File: src/rtl/mem_stage_ctrl.sv
// ---------------------------------------------------------------------------
// mem_stage_ctrl
//   MEM-stage controller. It sits between the EX/MEM pipeline register and a
//   stalling data memory, and it owns the MEM/WB register. Each instruction
//   issues one load or store. While the memory stalls, the controller holds
//   that access stable and freezes the upstream stages.
//
//   Optional feature: define STALL_TIMEOUT_EN to bound the WAIT state. When
//   the bound is hit, the controller sets a sticky Err flag, abandons the
//   access and writes a bubble into MEM/WB. Without the macro, WAIT is
//   unbounded and Err is tied low.
// ---------------------------------------------------------------------------
module mem_stage_ctrl #(
    parameter int DW      = 16,
    parameter int RW      = 3,
    parameter int TIMEOUT = 64
) (
    input  logic          Clk,
    input  logic          Rst,
    input  logic          ReqValid,
    input  logic          ReqRead,
    input  logic          ReqWrite,
    input  logic [DW-1:0] ReqAddr,
    input  logic [DW-1:0] ReqData,
    input  logic [RW-1:0] ReqDest,
    input  logic          ReqRegWrite,
    input  logic          Flush,
    output logic [DW-1:0] MemAddr,
    output logic [DW-1:0] MemData,
    output logic          MemRead,
    output logic          MemWrite,
    input  logic [DW-1:0] MemReadData,
    input  logic          MemStall,
    output logic          PipeStall,
    output logic          WbValid,
    output logic [DW-1:0] WbData,
    output logic [RW-1:0] WbDest,
    output logic          WbRegWrite,
    output logic [15:0]   StallCount,
    output logic          Err
);

    typedef enum logic {
        S_IDLE = 1'b0,
        S_WAIT = 1'b1
    } state_t;

    state_t        state_q;
    logic          squash_q;

    // Copy of the access that is held while the memory stalls.
    logic [DW-1:0] addr_q;
    logic [DW-1:0] data_q;
    logic          rd_q;
    logic          wr_q;
    logic [RW-1:0] dest_q;
    logic          regwr_q;

    logic          wb_valid_q;
    logic [DW-1:0] wb_data_q;
    logic [RW-1:0] wb_dest_q;
    logic          wb_regwr_q;

    logic [15:0]   stall_cnt_q;
    logic [15:0]   stall_cnt_d;

    logic          issue_rd;
    logic          issue_wr;
    logic          issue;
    logic          tmo_fire;

    // When a read and a write arrive together, the write wins. A flushed
    // instruction never reaches the memory.
    assign issue_rd = ReqValid & ReqRead & ~ReqWrite & ~Flush;
    assign issue_wr = ReqValid & ReqWrite & ~Flush;
    assign issue    = issue_rd | issue_wr;

`ifdef STALL_TIMEOUT_EN
    logic [15:0] tmo_cnt_q;
    logic        err_q;

    // The limit is hit on the TIMEOUT-th consecutive stalled WAIT cycle.
    assign tmo_fire = (state_q == S_WAIT) && MemStall && (tmo_cnt_q == 16'(TIMEOUT - 1));

    // Count stalled WAIT cycles; Err is sticky until reset.
    always_ff @(posedge Clk or posedge Rst) begin
        if (Rst) begin
            tmo_cnt_q <= '0;
            err_q     <= 1'b0;
        end else begin
            if (state_q != S_WAIT || tmo_fire) begin
                tmo_cnt_q <= '0;
            end else if (MemStall) begin
                tmo_cnt_q <= tmo_cnt_q + 16'd1;
            end
            if (tmo_fire) begin
                err_q <= 1'b1;
            end
        end
    end

    assign Err = err_q;
`else
    // WAIT has no bound in this build, so TIMEOUT only needs to be legal.
    if (TIMEOUT < 1) begin : g_timeout_unused
    end

    assign tmo_fire = 1'b0;
    assign Err      = 1'b0;
`endif

    // Memory-side drive: taken straight from EX/MEM in IDLE and from the held
    // copy in WAIT. Reset forces the access strobes and PipeStall low.
    always_comb begin
        // NOTE: every output gets a default first so no path can infer a latch.
        MemAddr   = ReqAddr;
        MemData   = ReqData;
        MemRead   = issue_rd;
        MemWrite  = issue_wr;
        PipeStall = issue & MemStall;
        if (state_q == S_WAIT) begin
            MemAddr   = addr_q;
            MemData   = data_q;
            MemRead   = rd_q;
            MemWrite  = wr_q;
            // On a timeout cycle, upstream is released and the op is dropped.
            PipeStall = MemStall & ~tmo_fire;
        end
        if (Rst) begin
            MemRead   = 1'b0;
            MemWrite  = 1'b0;
            PipeStall = 1'b0;
        end
    end

    // Control FSM together with the held access and the MEM/WB register.
    always_ff @(posedge Clk or posedge Rst) begin
        if (Rst) begin
            // NOTE: all state updates are non-blocking, so every register sees
            // the values from before the edge.
            state_q    <= S_IDLE;
            squash_q   <= 1'b0;
            addr_q     <= '0;
            data_q     <= '0;
            rd_q       <= 1'b0;
            wr_q       <= 1'b0;
            dest_q     <= '0;
            regwr_q    <= 1'b0;
            wb_valid_q <= 1'b0;
            wb_data_q  <= '0;
            wb_dest_q  <= '0;
            wb_regwr_q <= 1'b0;
        end else begin
            case (state_q)
                S_IDLE: begin
                    if (issue && MemStall) begin
                        addr_q     <= ReqAddr;
                        data_q     <= ReqData;
                        rd_q       <= issue_rd;
                        wr_q       <= issue_wr;
                        dest_q     <= ReqDest;
                        regwr_q    <= ReqRegWrite;
                        squash_q   <= 1'b0;
                        wb_valid_q <= 1'b0;
                        wb_regwr_q <= 1'b0;
                        state_q    <= S_WAIT;
                    end else begin
                        wb_valid_q <= ReqValid & ~Flush;
                        wb_data_q  <= issue_rd ? MemReadData : ReqAddr;
                        wb_dest_q  <= ReqDest;
                        wb_regwr_q <= ReqValid & ~Flush & ReqRegWrite;
                    end
                end
                S_WAIT: begin
                    if (tmo_fire) begin
                        squash_q   <= 1'b0;
                        wb_valid_q <= 1'b0;
                        wb_regwr_q <= 1'b0;
                        state_q    <= S_IDLE;
                    end else if (!MemStall) begin
                        wb_valid_q <= ~(squash_q | Flush);
                        wb_data_q  <= rd_q ? MemReadData : addr_q;
                        wb_dest_q  <= dest_q;
                        wb_regwr_q <= regwr_q & ~(squash_q | Flush);
                        squash_q   <= 1'b0;
                        state_q    <= S_IDLE;
                    end else begin
                        wb_valid_q <= 1'b0;
                        wb_regwr_q <= 1'b0;
                        if (Flush) begin
                            squash_q <= 1'b1;
                        end
                    end
                end
                default: state_q <= S_IDLE;
            endcase
        end
    end

    // Saturating count of frozen cycles.
    always_comb begin
        stall_cnt_d = stall_cnt_q;
        if (PipeStall && stall_cnt_q != 16'hFFFF) begin
            stall_cnt_d = stall_cnt_q + 16'd1;
        end
    end

    // Stall counter register.
    always_ff @(posedge Clk or posedge Rst) begin
        if (Rst) begin
            stall_cnt_q <= '0;
        end else begin
            stall_cnt_q <= stall_cnt_d;
        end
    end

    assign WbValid    = wb_valid_q;
    assign WbData     = wb_data_q;
    assign WbDest     = wb_dest_q;
    assign WbRegWrite = wb_regwr_q;
    assign StallCount = stall_cnt_q;

endmodule

File: config.mk
export PLATFORM = sky130hd
export DESIGN_NAME = mem_stage_ctrl
export DESIGN_NICKNAME = d
export VERILOG_FILES = /design/src/rtl/mem_stage_ctrl.sv
export SDC_FILE = /design/constraint.sdc
export NUM_CORES = 1
export LEC_CHECK = 0
export CAP_MARGIN = 15
export CELL_PAD_IN_SITES_DETAIL_PLACEMENT = 1
export CELL_PAD_IN_SITES_GLOBAL_PLACEMENT = 2
export CORE_ASPECT_RATIO = 2
export CORE_MARGIN = 4
export CORE_UTILIZATION = 30
export CTS_BUF_LIST = sky130_fd_sc_hd__clkbuf_8
export DETAILED_ROUTE_END_ITERATION = 6
export GPL_ROUTABILITY_DRIVEN = 0
export GPL_TIMING_DRIVEN = 0
export PLACE_DENSITY_LB_ADDON = 0.1
export SLEW_MARGIN = 20
export SYNTH_ARGS = -nofsm -noshare
export SYNTH_HDL_FRONTEND = slang
export SYNTH_SLANG_ARGS = --single-unit
File: constraint.sdc
create_clock -name Clk -period 4.65 [get_ports Clk]
set_clock_uncertainty 0.15 [all_clocks]
set_input_delay 0.93 -clock Clk [delete_from_list [all_inputs] [get_ports Clk]]
set_output_delay 0.93 -clock Clk [all_outputs]
set_load 0.05 [all_outputs]
==> summary.md <==
| Metric | Value |
|---|---|
| Data arrival time at the worst-slack endpoint | `3300 ps` |
| Routed via count divided by cell count | `4.95` |
| Mux cell area share after synthesis | `28.8%` |
| Instance area after placement | `0.00560 mm²` |
| Proportion of netlist area held by the largest area contributor | `47.3%` |
| Proportion of synthesized flip-flops having asynchronous set or reset | `100%` |
| Number of buffers created by CTS | `9` |
| Actual slew at the worst max-slew pin | `around 720 ps` |
| DRT antenna net count | `0` |
| Cells taking the most area after synthesis | `dfrtp_1, mux2_2, mux2i_1` |
| Area of the die | `0.0156 mm²` |
| Final critical-path setup slack | `269 ps` |
| Cell type with the largest total area after synthesis | `dfrtp_1` |
| Number of diodes added for antenna fixing | `0` |
| Total detailed-routing wirelength | `roughly 13 mm` |
| Max-cap violations | `0` |
| 1st-iter DRT viols | `83` |
| Final cell count without fillers | `around 660` |
| Post-route cell area | `0.00579 mm²` |
| Power density cells | `about 370 mW/mm²` |
| Xor and xnor fraction of the mapped netlist area | `2.80%` |
| Chip Width | `90.4 µm` |
| Register area share after synthesis | `47.3%` |
| Core region area | `0.0134 mm²` |
| Global-route congestion overflow total | `0` |
| Via count of the first global-routing pass | `about 3.7k` |
| Final TNS setup | `0 ps` |
| Setup slack at placement | `-320 ps` |
| Max transition margin | `a little over half` |
| Total of endpoints with negative setup slack in the final report | `0` |
| Worst Path Required | `3570 ps` |
| CTS sink cnt | `77` |
| Part of the cycle the worst path needs | `94.2%` |
| Count of input and output buffers | `130` |
| Highest Clock Rate | `228 MHz` |
| Largest driver fanout on the critical path | `10` |
| Number of buffers on the longest clock path | `2` |
| Type of the setup path with the least slack | `input port to output port` |
| Number of levels in the clock H-tree | `3` |
| Worst-path clk slew | `approximately 90 ps` |
| Count of vias placed by the detailed router | `3260` |
| Average cell area after synthesis | `11.4 µm²` |
| Hold crit path type | `flip-flop to flip-flop` |
| Global-route wire length before repair | `slightly above 20 mm` |
| Number of cell rows | `60` |
| Leakage dissipation | `2.31 nW` |
| Seq cells post-synth | `77` |
| Final hold viol count | `0` |
| Clock latency at the later pin of the worst-skew pair | `350 ps` |
| Synthesized-area fraction occupied by adder cells | `less than 1%` |
| Signed area change from the synthesized netlist to the final layout | `42.1%` |
| Synth Instances | `~360` |
| CP endpoint kind | `output port` |
| Largest family of logic cells by synthesized area | `multiplexers` |
| Number of nets produced by synthesis | `416` |
| Half-perimeter wire length after detailed placement | `9.58 mm` |
| WL/cell | `~19 µm` |
| Share of the synthesized area in compound gates (AO/OA/AOI/OAI) | `6.05%` |
| Top-Level Pins | `approximately 130` |
| Largest net degree at the start of global routing | `44` |
| Dominant synthesized flop cell | `dfrtp_1` |
| DIE HEIGHT | `173 µm` |
| RSZ-0062 raised after global routing | `false` |
| Post-synth EDFFs | `0` |
| Count of TritonRoute iterations in the first routing pass | `3` |
| Yosys warns | `0` |
| Clk root buf | `clkbuf_8` |
| Min cycle time layout | `4380 ps` |
| Maximum vdd drop | `0.152 mV` |
| Status | `completed` |
| Number of pins with negative max-slew slack in the final report | `0` |
| Netlist area before placement | `0.00407 mm²` |
| Startpoint kind of the worst setup timing path | `input port` |
| Cell with the most instances after synthesis | `mux2_2` |
| Synth cell count leaders | `mux2_2, dfrtp_1, nand2_1` |
| Fill cell count | `1476` |
| All-layer global routing usage | `between 10% and 20%` |
| Antenna violations before repair | `0` |
| Post-synthesis cell type count | `44` |
| CTS tree | `yes` |
| Count of unresolved DRC violations after routing | `0` |
| Share of cells above drive strength 1 | `roughly a quarter` |
| Post-synthesis share of cell area spent on and, or, nand and nor gates | `11.1%` |
| Initial Util | `30.5%` |
| Instance count after placement with tap cells included | `642` |
| Net count reported at finish | `558` |
| Hold bufs inserted after CTS | `0` |
==> layout by cell type (no fill, tap or decap), types with 2 or more instances in the layout <==
cell               n
dfrtp_1           77
clkinvlp_4         3
and2_1             2
buf_6              2
inv_1              7
and3_2             2
clkdlybuf4s50_1  129
and3_1             2
mux2i_1           20
clkbuf_8           9
a21oi_1            4
buf_1              5
mux2_2            83
nand3_1           10
a31oi_1            2
nand4_1            7
clkbuf_1           4
nand2_1           40
o21ai_0           34
xnor2_1           13
mux2_1             2
nor3_1             2
nor2_1             6
buf_4              4
buf_2              7
==> flip-flops by register name, summed over array words and instances (netlist names) <==
name        count
squash_q        1
WbDest          3
WbValid         1
data_q         16
StallCount     16
wr_q            1
addr_q         16
rd_q            1
dest_q          3
state_q         1
WbData         16
WbRegWrite      1
regwr_q         1
==> per-stage QoR <==
step           total power [mW]  hold slack [ps]  util, %
5_1_grt                    2.28              376     43.3
3_5_place_dp               1.67              329     41.9
2_1_floorplan              1.39              316        -
6_report                   2.16              340     43.3
4_1_cts                    2.20              350     43.3
3_3_place_gp               1.65              315     41.7
==> what timing repair did <==
action | in CTS | in global routing
setup endpoints to repair | 1 | 1
resized for setup | 2 | 2
buffers inserted | 0 | 0
==> area by class of cell <==
cell class,instances,area [µm²],share of cell area [%]
inverter,6,27.5,0.476
sequential,77,1930,33.3
tap,155,194,3.35
timing repair buffer,131,1320,22.9
clock buffer,9,124,2.14
clock inverter,7,68.8,1.19
buffer,22,121,2.10
multi-input combinational,251,2000,34.6
==> final timing paths <==
| check | startpoint | to | slack [ps] | cells past startpoint |
|---|---|---|---|---|
| max in group asynchronous | Rst | data_q[15]$_DFFE_PP0P_ | 2950 | 3 |
| worst max-delay path | Flush | MemRead | 270 | 8 |
| worst max register to register | state_q$_DFF_PP0_ | data_q[15]$_DFFE_PP0P_ | 2590 | 5 |
| worst min register to register | WbData[1]$_DFFE_PP0P_ | WbData[1]$_DFFE_PP0P_ | 340 | 2 |
| worst min-delay path | WbData[1]$_DFFE_PP0P_ | WbData[1]$_DFFE_PP0P_ | 340 | 2 |
| min in group asynchronous | Rst | data_q[13]$_DFFE_PP0P_ | 840 | 2 |
==> per-layer routing <==
metal,wire length [µm],track usage (%),vias up
met1,4630,16.9,1621
li1,-,-,1535
met4,306,6.46,0
met3,516,3.05,16
met5,0,0,-
met2,7180,32.0,88
==> where the power goes <==
group	internal, mW	switching [mW]	leakage [nW]
Sequential	0.790	0.0793	0.949
Combinational	0.326	0.450	1.27
Clock	0.245	0.271	0.0941
Total	1.36	0.801	2.31
==> critical path, cell delays in order <==
cell	delay (ps)
clkdlybuf4s50_1	500
nand2b_2	270
nor3b_2	160
buf_4	230
buf_6	190
mux2i_1	100
nor2_1	110
clkdlybuf4s50_1	810
==> cells by family after synthesis <==
logic type                 after synthesis
adders and majority gates                1
DFF                                     77
and+or+nand+nor                         85
xor gates and xnor gates                13
other                                    1
AOI/OAI and AO/OA                       45
buffers and inverters                   28
muxes                                  106
Power figures use the tool's default switching activity.
